$ cat src/rtl/ahb_param_reg_slave_pkg.sv
// ---------------------------------------------------------------------------
// ahb_slv_pkg
// Shared types and constants for the parametrised AHB-Lite register slave:
//   htrans_e       - AHB transfer type encoding
//   HRESP_*        - response encodings
//   fsm_state_e    - data-phase FSM states
//   *_IDX / BASE   - register word indices
//   is_transfer()  - true for NONSEQ/SEQ (an address phase that starts a transfer)
// ---------------------------------------------------------------------------
package ahb_slv_pkg;

    typedef enum logic [1:0] {
        HTRANS_IDLE   = 2'd0,
        HTRANS_BUSY   = 2'd1,
        HTRANS_NONSEQ = 2'd2,
        HTRANS_SEQ    = 2'd3
    } htrans_e;

    localparam logic HRESP_OKAY  = 1'b0;
    localparam logic HRESP_ERROR = 1'b1;

    typedef enum logic [1:0] {
        ST_IDLE = 2'd0,
        ST_WAIT = 2'd1,
        ST_ERR1 = 2'd2,
        ST_ERR2 = 2'd3
    } fsm_state_e;

    localparam int STATUS_IDX   = 0;
    localparam int DSIZE_IDX    = 1;
    localparam int PAYLOAD_BASE = 2;

    // IDLE and BUSY never start a transfer; NONSEQ and SEQ do.
    function automatic logic is_transfer(input htrans_e trans);
        logic res;
        case (trans)
            HTRANS_NONSEQ: res = 1'b1;
            HTRANS_SEQ:    res = 1'b1;
            HTRANS_IDLE:   res = 1'b0;
            HTRANS_BUSY:   res = 1'b0;
            default:       res = 1'b0;
        endcase
        return res;
    endfunction

endpackage

$ cat src/rtl/ahb_param_reg_slave_byte_strobe.sv
// ---------------------------------------------------------------------------
// ahb_byte_strobe
// Maps a transfer size and the low address bits to a little-endian byte-enable
// vector for a DATA_W-bit bus. Sizes at or above the bus width enable all lanes.
// Ports:
//   hsize   in  3      transfer size, log2 of bytes
//   addr_lo in  LGW    byte offset within the bus word
//   strb    out NB     byte enables, bit 0 = byte lane 0 (bits 7:0)
// ---------------------------------------------------------------------------
module ahb_byte_strobe
    import ahb_slv_pkg::*;
#(
    parameter  int DATA_W = 32,
    localparam int NB     = DATA_W / 8,
    localparam int LGW    = (NB > 1) ? $clog2(NB) : 1
) (
    input  logic [2:0]     hsize,
    input  logic [LGW-1:0] addr_lo,
    output logic [NB-1:0]  strb
);

    // A lane is selected when it lies in the same naturally aligned block as the address.
    always_comb begin
        strb = {NB{1'b0}};
        for (int b = 0; b < NB; b++) begin
            strb[b] = ((LGW'(b) >> hsize) == (addr_lo >> hsize)) ? 1'b1 : 1'b0;
        end
    end

endmodule

$ cat src/rtl/ahb_param_reg_slave.sv
// ---------------------------------------------------------------------------
// ahb_param_reg_slave
// Parametrised AHB-Lite register slave exposing STATUS (RO), DATA_SIZE (RW)
// and NUM_PAYLOAD payload registers to the datapath. OKAY transfers take
// WAIT_STATES wait cycles; errors use the two-cycle ERROR response.
// Optional macro AHB_SLV_PERF_CNT_EN adds a read-only PERF word at index
// NUM_PAYLOAD+2 counting completed OKAY transfers.
// Ports:
//   hclk, hreset            clock, synchronous active-high reset
//   hsel_x, hready, hwrite  select, bus ready, write flag
//   haddr, htrans, hsize    address-phase controls
//   hwdata                  write data (data phase)
//   err_status              live datapath status, read through STATUS
//   hrdata, hready_out, hresp  slave response
//   payload                 flattened payload registers, register 0 in LSBs
//   data_size               payload byte count (saturating)
// ---------------------------------------------------------------------------
module ahb_param_reg_slave
    import ahb_slv_pkg::*;
#(
    parameter  int DATA_W      = 32,
    parameter  int ADDR_W      = 8,
    parameter  int NUM_PAYLOAD = 4,
    parameter  int WAIT_STATES = 1,
    localparam int DS_W        = $clog2(NUM_PAYLOAD * DATA_W / 8 + 1)
) (
    input  logic                          hclk,
    input  logic                          hreset,
    input  logic                          hsel_x,
    input  logic                          hready,
    input  logic                          hwrite,
    input  logic [ADDR_W-1:0]             haddr,
    input  logic [1:0]                    htrans,
    input  logic [2:0]                    hsize,
    input  logic [DATA_W-1:0]             hwdata,
    input  logic [1:0]                    err_status,
    output logic [DATA_W-1:0]             hrdata,
    output logic                          hready_out,
    output logic                          hresp,
    output logic [NUM_PAYLOAD*DATA_W-1:0] payload,
    output logic [DS_W-1:0]               data_size
);

    localparam int NB        = DATA_W / 8;
    localparam int LG        = $clog2(NB);
    localparam int LGW       = (NB > 1) ? LG : 1;
    localparam int MAX_BYTES = NUM_PAYLOAD * NB;
    localparam bit WS_NZ_C   = (WAIT_STATES > 0);

    localparam logic [2:0]        WS_C         = 3'(WAIT_STATES);
    localparam logic [2:0]        LG_C         = 3'(LG);
    localparam logic [ADDR_W-1:0] IDX_STATUS_C = ADDR_W'(STATUS_IDX);
    localparam logic [ADDR_W-1:0] IDX_DSIZE_C  = ADDR_W'(DSIZE_IDX);
    localparam logic [ADDR_W-1:0] IDX_PAY_LO_C = ADDR_W'(PAYLOAD_BASE);
    localparam logic [ADDR_W-1:0] IDX_PAY_HI_C = ADDR_W'(PAYLOAD_BASE + NUM_PAYLOAD - 1);
    localparam logic [DATA_W-1:0] MAX_W_C      = DATA_W'(MAX_BYTES);
    localparam logic [DS_W-1:0]   MAX_DS_C     = DS_W'(MAX_BYTES);
`ifdef AHB_SLV_PERF_CNT_EN
    localparam logic [ADDR_W-1:0] IDX_PERF_C   = ADDR_W'(PAYLOAD_BASE + NUM_PAYLOAD);
`endif

    fsm_state_e        state_r;
    fsm_state_e        state_nx_s;
    logic              dphase_r;
    logic [2:0]        wait_cnt_r;
    logic [ADDR_W-1:0] addr_r;
    logic              write_r;
    logic [2:0]        size_r;
    logic [DATA_W-1:0] pay_r [NUM_PAYLOAD];
    logic [DS_W-1:0]   dsize_r;

    logic              done_s;
    logic              hready_s;
    logic              accept_s;
    logic              ok_start_s;
    logic              commit_s;
    logic [ADDR_W-1:0] idx_s;
    logic [ADDR_W-1:0] idx_r_s;
    logic [ADDR_W-1:0] mask_s;
    logic              mapped_s;
    logic              ro_s;
    logic              err_s;
    logic [LGW-1:0]    addr_lo_s;
    logic [NB-1:0]     strb_s;
    logic [DATA_W-1:0] ds_old_s;
    logic [DATA_W-1:0] ds_merge_s;
    logic [DS_W-1:0]   dsize_nx_s;
    logic [DATA_W-1:0] rd_word_s;

    // The last cycle of an OKAY data phase is the one where the wait counter has run out.
    assign done_s     = dphase_r && (wait_cnt_r == WS_C);
    assign hready_s   = (state_r != ST_ERR1) && !(dphase_r && !done_s);
    assign accept_s   = hsel_x && hready && hready_s && is_transfer(htrans_e'(htrans));
    assign ok_start_s = accept_s && !err_s;
    assign commit_s   = done_s && write_r;

    assign idx_s     = haddr >> LG;
    assign idx_r_s   = addr_r >> LG;
    assign mask_s    = ADDR_W'((32'd1 << hsize) - 32'd1);
    assign addr_lo_s = LGW'(addr_r & ADDR_W'(NB - 1));

    assign hready_out = hready_s;
    assign hresp      = ((state_r == ST_ERR1) || (state_r == ST_ERR2)) ? HRESP_ERROR : HRESP_OKAY;
    assign hrdata     = (done_s && !write_r) ? rd_word_s : {DATA_W{1'b0}};
    assign data_size  = dsize_r;

    for (genvar g = 0; g < NUM_PAYLOAD; g++) begin : g_flat
        assign payload[g*DATA_W +: DATA_W] = pay_r[g];
    end

    ahb_byte_strobe #(
        .DATA_W (DATA_W)
    ) u_strobe (
        .hsize   (size_r),
        .addr_lo (addr_lo_s),
        .strb    (strb_s)
    );

    // Address-phase decode: is the word mapped, and is it read-only.
    always_comb begin
        mapped_s = 1'b0;
        ro_s     = 1'b0;
        if (idx_s == IDX_STATUS_C) begin
            mapped_s = 1'b1;
            ro_s     = 1'b1;
        end else if (idx_s == IDX_DSIZE_C) begin
            mapped_s = 1'b1;
        end else if ((idx_s >= IDX_PAY_LO_C) && (idx_s <= IDX_PAY_HI_C)) begin
            mapped_s = 1'b1;
`ifdef AHB_SLV_PERF_CNT_EN
        end else if (idx_s == IDX_PERF_C) begin
            mapped_s = 1'b1;
            ro_s     = 1'b1;
`endif
        end else begin
            mapped_s = 1'b0;
            ro_s     = 1'b0;
        end
    end

    // Any of these at accept turns the transfer into an ERROR response.
    always_comb begin
        err_s = !mapped_s
             || (hwrite && ro_s)
             || (hsize > LG_C)
             || ((haddr & mask_s) != {ADDR_W{1'b0}});
    end

    // Next-state logic; an accept is only possible in cycles where we drive hready_out high.
    always_comb begin
        state_nx_s = state_r;
        case (state_r)
            ST_ERR1: begin
                state_nx_s = ST_ERR2;
            end
            ST_IDLE, ST_WAIT, ST_ERR2: begin
                if (accept_s) begin
                    if (err_s) begin
                        state_nx_s = ST_ERR1;
                    end else if (WS_NZ_C) begin
                        state_nx_s = ST_WAIT;
                    end else begin
                        state_nx_s = ST_IDLE;
                    end
                end else if (hready_s) begin
                    state_nx_s = ST_IDLE;
                end else begin
                    state_nx_s = state_r;
                end
            end
            default: begin
                state_nx_s = ST_IDLE;
            end
        endcase
    end

    // State register plus registered address-phase controls and wait counter.
    always_ff @(posedge hclk) begin
        if (hreset) begin
            state_r    <= ST_IDLE;
            dphase_r   <= 1'b0;
            wait_cnt_r <= 3'd0;
            addr_r     <= {ADDR_W{1'b0}};
            write_r    <= 1'b0;
            size_r     <= 3'd0;
        end else begin
            state_r <= state_nx_s;
            if (ok_start_s) begin
                dphase_r   <= 1'b1;
                wait_cnt_r <= 3'd0;
                addr_r     <= haddr;
                write_r    <= hwrite;
                size_r     <= hsize;
            end else if (done_s) begin
                dphase_r   <= 1'b0;
                wait_cnt_r <= 3'd0;
            end else if (dphase_r) begin
                wait_cnt_r <= wait_cnt_r + 3'd1;
            end
        end
    end

    // DATA_SIZE write value: byte-merge onto the current value, then saturate.
    always_comb begin
        ds_old_s   = DATA_W'(dsize_r);
        ds_merge_s = ds_old_s;
        for (int b = 0; b < NB; b++) begin
            ds_merge_s[8*b +: 8] = strb_s[b] ? hwdata[8*b +: 8] : ds_old_s[8*b +: 8];
        end
        if (ds_merge_s > MAX_W_C) begin
            dsize_nx_s = MAX_DS_C;
        end else begin
            dsize_nx_s = ds_merge_s[DS_W-1:0];
        end
    end

    // Register file writes happen only on the completion cycle of an OKAY write.
    always_ff @(posedge hclk) begin
        if (hreset) begin
            for (int k = 0; k < NUM_PAYLOAD; k++) begin
                pay_r[k] <= {DATA_W{1'b0}};
            end
            dsize_r <= {DS_W{1'b0}};
        end else if (commit_s) begin
            for (int k = 0; k < NUM_PAYLOAD; k++) begin
                for (int b = 0; b < NB; b++) begin
                    if ((idx_r_s == ADDR_W'(PAYLOAD_BASE + k)) && strb_s[b]) begin
                        pay_r[k][8*b +: 8] <= hwdata[8*b +: 8];
                    end
                end
            end
            if (idx_r_s == IDX_DSIZE_C) begin
                dsize_r <= dsize_nx_s;
            end
        end
    end

`ifdef AHB_SLV_PERF_CNT_EN
    logic [DATA_W-1:0] perf_cnt_r;

    // Completed OKAY transfers, wrapping naturally at all-ones.
    always_ff @(posedge hclk) begin
        if (hreset) begin
            perf_cnt_r <= {DATA_W{1'b0}};
        end else if (done_s) begin
            perf_cnt_r <= perf_cnt_r + {{(DATA_W-1){1'b0}}, 1'b1};
        end
    end
`endif

    // Read mux on the registered index; STATUS passes err_status straight through.
    always_comb begin
        rd_word_s = {DATA_W{1'b0}};
        if (idx_r_s == IDX_STATUS_C) begin
            rd_word_s = DATA_W'(err_status);
        end else if (idx_r_s == IDX_DSIZE_C) begin
            rd_word_s = DATA_W'(dsize_r);
`ifdef AHB_SLV_PERF_CNT_EN
        end else if (idx_r_s == IDX_PERF_C) begin
            rd_word_s = perf_cnt_r;
`endif
        end else begin
            for (int k = 0; k < NUM_PAYLOAD; k++) begin
                rd_word_s = (idx_r_s == ADDR_W'(PAYLOAD_BASE + k)) ? pay_r[k] : rd_word_s;
            end
        end
    end

endmodule

$ cat config.mk
export PLATFORM = sky130hd
export DESIGN_NAME = ahb_param_reg_slave
export DESIGN_NICKNAME = d
export VERILOG_FILES = /design/src/rtl/ahb_param_reg_slave_pkg.sv /design/src/rtl/ahb_param_reg_slave_byte_strobe.sv /design/src/rtl/ahb_param_reg_slave.sv
export SDC_FILE = /design/constraint.sdc
export NUM_CORES = 1
export LEC_CHECK = 0
export BUFFER_PORTS_ARGS = -buffer_cell sky130_fd_sc_hd__buf_2
export CORE_UTILIZATION = 56
export DETAILED_ROUTE_END_ITERATION = 8
export PLACE_DENSITY = 0.86
export SYNTH_ARGS = -nofsm -noshare
export SYNTH_HDL_FRONTEND = slang
export SYNTH_SLANG_ARGS = --single-unit
export TNS_END_PERCENT = 10
$ cat constraint.sdc
create_clock -name hclk -period 4.2 [get_ports hclk]
set_input_delay 0.84 -clock hclk [delete_from_list [all_inputs] [get_ports hclk]]
set_output_delay 0.84 -clock hclk [all_outputs]
set_load 0.005 [all_outputs]
Yosys cells after proc, flatten, opt, wreduce, memory -nomap -nowiden --
Memory sizes are Yosys's and may differ from the RTL's. Cells that the tools add are included.
Cells by class: muxes and demuxes 110, equal/unequal tests 19, bitwise operators 17, shifts and indexed selects 6, multipliers 0, reductions and logical operators 47, magnitude comparators 4, add/subtract/negate cells 2, div/mod/pow operators 0
Operators by type and width (number):
- 2-to-1 mux 32 bit | 7
- 2-to-1 mux 8 bit | 20
- 2-to-1 mux 1 bit | 77
- greater-than comparator 32 x 5 -> 1 bit (second input constant) | 1
- logical AND 1 bit | 27
- zero test 8 bit | 2
- bitwise OR 1 bit | 16
- == test 6 x 1 -> 1 bit (second input constant) | 2
- == test 6 x 2 -> 1 bit (second input constant) | 2
- == test 6 x 3 -> 1 bit (second input constant) | 2
- AND 8 bit | 1
- == test 2 bit | 4
- == test 2 bit (second input constant) | 4
- nonzero test 8 bit | 1
- left shift 1 x 3 -> 8 bit (first input constant) | 1
- subtractor 8 x 1 -> 8 bit (second input constant) | 1
- >= comparator 6 x 2 -> 1 bit (second input constant) | 1
- less-or-equal comparator 6 x 3 -> 1 bit (second input constant) | 1
- 2-to-1 mux 2 bit | 3
- OR reduction 3 bit | 2
- right shift 1 x 3 -> 2 bit (first input constant) | 2
- right shift 2 x 3 -> 2 bit (first input constant) | 2
- zero test 1 bit | 5
- 2-to-1 mux 5 bit | 1
- other kinds (14) | 20
Storage, ports and cells: input port bits 52, logic and storage cells 213, flip-flop bits (word level) 23, ROM bits 0, latch bits 0, bits in writable memories 128, memories kept 1
Memories:
- pay_r | depth 4, bits a word 32, read ports 4, clocked after Yosys merged registers in 0, write ports 4, line ahb_param_reg_slave.sv:69 | logic [DATA_W-1:0] pay_r [NUM_PAYLOAD];

Longest topological paths before layout --
word-level depth 12, gate-level depth with buffers 8

Hierarchy --
Synthesis repeated with hierarchy kept, for this count alone.
Second synthesis, totals: cells, all modules 625, area, all modules 7338.3 um^2
By module, submodules not included:
- ahb_param_reg_slave | times used 1, area an instance 7274.5 um^2, cells each 617
- ahb_byte_strobe | times used 1, area an instance 63.8 um^2, cells each 8

Least setup slack after synthesis --
Ideal clock, no wire load.
path kind register to output, start register wait_cnt_r[0], end output port hrdata[10], cell stages (with the launch flop) 8, data arrival time 1.716 ns, path slack 1.644 ns, required time 3.360 ns, cell sequence dfxtp_1 > ha_1 > nand2b_4 > nor3b_1 > o21ai_1 > a21oi_2 > clkbuf_1 > and2_1
Between the ends: word-level cells in the longest chain between the ends 4
RTL lines:
- start, declared | line ahb_param_reg_slave.sv:65 | logic [2:0] wait_cnt_r;
- start signal, assigned | line ahb_param_reg_slave.sv:198 | wait_cnt_r <= wait_cnt_r + 3'd1;
- == test 3 x 1 -> 1 bit | line ahb_param_reg_slave.sv:91 | assign done_s = dphase_r && (wait_cnt_r == WS_C);
- logical AND 1 bit | line ahb_param_reg_slave.sv:91
- logical AND 1 bit | line ahb_param_reg_slave.sv:104 | assign hrdata = (done_s && !write_r) ? rd_word_s : {DATA_W{1'b0}};
- 2-to-1 mux 32 bit | line ahb_param_reg_slave.sv:104
- end, declared | line ahb_param_reg_slave.sv:37 | output logic [DATA_W-1:0] hrdata,
Every way passes these cells.

Worst setup path after layout --
start register addr_r[2], end output port hrdata[4]
Between the ends: word-level cells in the longest chain between the ends 8
RTL lines:
- start, declared | line ahb_param_reg_slave.sv:66 | logic [ADDR_W-1:0] addr_r;
- start signal, assigned | line ahb_param_reg_slave.sv:183 | addr_r <= {ADDR_W{1'b0}};
- start signal, assigned | line ahb_param_reg_slave.sv:191 | addr_r <= haddr;
- == test 6 x 2 -> 1 bit | line ahb_param_reg_slave.sv:264 | rd_word_s = (idx_r_s == ADDR_W'(PAYLOAD_BASE + k)) ? pay_r[k] : rd_word_s;
- 2-to-1 mux 32 bit (4 in series) | line ahb_param_reg_slave.sv:264
- 2-to-1 mux 32 bit | line ahb_param_reg_slave.sv:256 | end else if (idx_r_s == IDX_DSIZE_C) begin
- 2-to-1 mux 32 bit * | line ahb_param_reg_slave.sv:254 | if (idx_r_s == IDX_STATUS_C) begin
- 2-to-1 mux 32 bit * | line ahb_param_reg_slave.sv:104
Every way passes the cells marked *; elsewhere a longest branch is shown, timed or not.

==> metrics <==
status finished, final reports clean; fraction of registers with async set/reset 0%; Sw Pwr between 0.0007 and 0.0008 W; Simple-Gate Fraction of Synth Area about a quarter; Synth Instances around 630; Tot GR Track Use roughly 30%; Setup TNS Final 0 ns; Max Fclk between 200 and 300 MHz; post-synthesis mux area share 1.236%; syn_nets 680; sequential share of the synthesized area between 50 and 60%; ANT cells 0; critical path type flip-flop to primary output; Max Cap Viol 0; top cells by count, synth and2_1, edfxtp_1, nor2_1, nand2_1, o21ai_0; Period Utilization, post-route 90.32%; Core Rows roughly 40; Routed Antenna Nets 0; Net Sw Frac ~22%; critical path arrival 2.95 ns; CTS clk-pin slew, worst paths 0.06 ns; vias in the first global route 5,755; largest net degree at the start of global routing 37; Multi-input gate area 0.002806 sq mm; crit path max fanout 15; Post-Synth XOR/XNOR Area 0%; area occupied by registers around 0.0043 sq mm; post-CTS sizing 0; internal power 0.002534 W; max_slew headroom 37.63%; via count about 5,900; synthesized flop and latch total roughly 150; largest area contributor in the netlist edfxtp_1; crit path launch type flip-flop; Placer Congestion a little under 0.9; part of the power in combinational logic under 10%; RSZ-0062 raised after global routing no; DRT iter0 DRCs 506; Critical Path End Type primary output; clk root buf clkbuf_16; Yosys top cell area share between 50% and 60%; clk_skew between 0.009 and 0.01 ns; P&R area growth vs syn 23.73%; Cell variety after synth between 50 and 60; gr ovfl total 0; clock share of power a little over two fifths; Clk Latency, worst-skew pair ~0.42 ns; # DRC 0; TritonCTS clock tree done; Final Hold Vio Count 0; die area 0.01348 sq mm; Synth Area in Adders less than 1%; VDD IR-drop max about 0.26 mV; mapped cell area approximately 0.0073 sq mm; # Post-CTS Setup Buffers 0; Total Power roughly 0.0033 W; combinational family with the most area after synthesis simple AND/OR/NAND/NOR gates; WL final approximately 20,000 um; buffers added on ports ~220; Compound-Gate Fraction of Synth Area 11.53%; detailed-route wire length per cell 19.65 um; Core ar. about 0.013 sq mm; # setup viols final 0; Final min period roughly 3.8 ns; EDFF count, synth roughly 130; CTS Sinks 151; Die Width 116.1 um; io pins between 200 and 250; layout cells sized above 1 32.47%; Req. time, crit path ~3.4 ns; first drt pass iteration count 5; Pwr per Cell Area roughly 360 mW/mm^2; final net count between 800 and 900; first-pass GRT wire length 30,170 um; Synth Area per Inst 11.65 sq um; Lkg Pwr around 3.9 nW; fillers between 800 and 900; yosys warns 0; initial antenna violation count 0; Main synth FF type edfxtp_1; CTS buffer count 17; Synth area leaders edfxtp_1, and2_1, dfxtp_1; clk buf depth 2; HP Class flip-flop to flip-flop; sequential power share between 50% and 60%; CTS HTree Levels 4; count leader, synth and2_1; CTS Hold Bufs 0; dpl hpwl around 14,000 um; vias per inst 5.797; Slew Limit Fails 0; worst slew pin tran 0.9336 ns; Initial Util 57.54%; die height 116.1 um
-- final cells by class --
class | instances | share of cell area, %
clock buffer | 20 | 4.841
clock inverter | 12 | 1.165
inverter | 4 | 0.1664
multi-input combinational | 442 | 31.11
sequential | 151 | 47.71
tap | 172 | 2.386
timing repair buffer | 224 | 12.62
-- state kept, by name, indices dropped and copies added, names as in the netlist --
signal      flops
data_size       5
state_r         2
dphase_r        1
pay_r         128
wait_cnt_r      3
write_r         1
size_r          3
addr_r          8
-- kinds of logic after synthesis --
group / after synthesis
AND/OR/NAND/NOR: 313
flip-flops: 151
AO/OA/AOI/OAI: 118
buffers and inverters: 33
multiplexers: 9
adder cells (fa/ha/maj): 2
-- through the flow --
step / cells / worst slack (ns) / util [%] / hold slack (ns) / area (sq um)
3_5_place_dp: 993 / 0.7884 / 66.92 / 0.4898 / 8479
6_report: 1025 / 0.4065 / 71.20 / 0.5023 / 9021
5_1_grt: 1025 / 0.2385 / 71.20 / 0.5243 / 9021
4_1_cts: 1025 / 0.4198 / 71.20 / 0.5025 / 9021
2_1_floorplan: 626 / 1.644 / - / 0.4523 / 7291
3_3_place_gp: 993 / 1.011 / 66.92 / 0.4664 / 8479
-- final timing paths --
kind,cells after the start,end,startpoint,slack (ns)
max,6,hrdata[4],addr_r[2]$_SDFFE_PP0P_,0.41
max reg2reg,5,pay_r[3][19]$_SDFFCE_PN0P_,addr_r[2]$_SDFFE_PP0P_,0.82
min,1,size_r[2]$_SDFFE_PP0P_,size_r[2]$_SDFFE_PP0P_,0.50
min reg2reg,1,size_r[2]$_SDFFE_PP0P_,size_r[2]$_SDFFE_PP0P_,0.50
-- layout by cell type, fill, tap and decap left out, types with 4 or more instances in the layout --
| cell type | instances |
|---|---|
| a21o_1 | 12 |
| a21oi_1 | 10 |
| a221o_1 | 4 |
| a221oi_1 | 27 |
| a22oi_1 | 4 |
| and2_1 | 164 |
| and3_1 | 5 |
| buf_2 | 217 |
| buf_4 | 7 |
| clkbuf_16 | 17 |
| clkinvlp_4 | 4 |
| dfxtp_1 | 23 |
| edfxtp_1 | 128 |
| inv_1 | 4 |
| mux2i_1 | 9 |
| nand2_1 | 43 |
| nand2b_1 | 4 |
| nor2_1 | 47 |
| nor2_4 | 12 |
| nor2b_1 | 6 |
| nor3_1 | 4 |
| nor4_1 | 4 |
| o21ai_0 | 30 |
| o21ai_1 | 4 |
| o21bai_1 | 4 |
| or4_1 | 5 |
-- routing by layer --
metal	routed length [um]	GRT usage, %	part of all wire, %	up-vias
li1	-	-	-	2695
met2	10220	51.83	51	327
met3	1429	6.331	7.1	51
met5	0	0	0	-
met1	7951	37.89	39	2869
met4	541	13.33	2.7	0
-- power groups by stage --
stage	Clock, W	Sequential (W)	Combinational [W]
floorplan	0	0.00172	0.0000409
global placement	0	0.00172	0.000142
detailed placement	0	0.00172	0.000147
CTS	0.00141	0.00169	0.000148
global route	0.00148	0.00169	0.000161
finish	0.00141	0.00169	0.000148
-- worst max-delay path, stage by stage, from the launching register on --
cell and delay [ns]:
dfxtp_1 0.48, nor4b_4 0.44, and2_1 0.59, a221o_1 0.26, o21ai_0 0.12, a311oi_1 0.44, buf_2 0.19
Note: power is estimated with default switching activity, not from simulation.
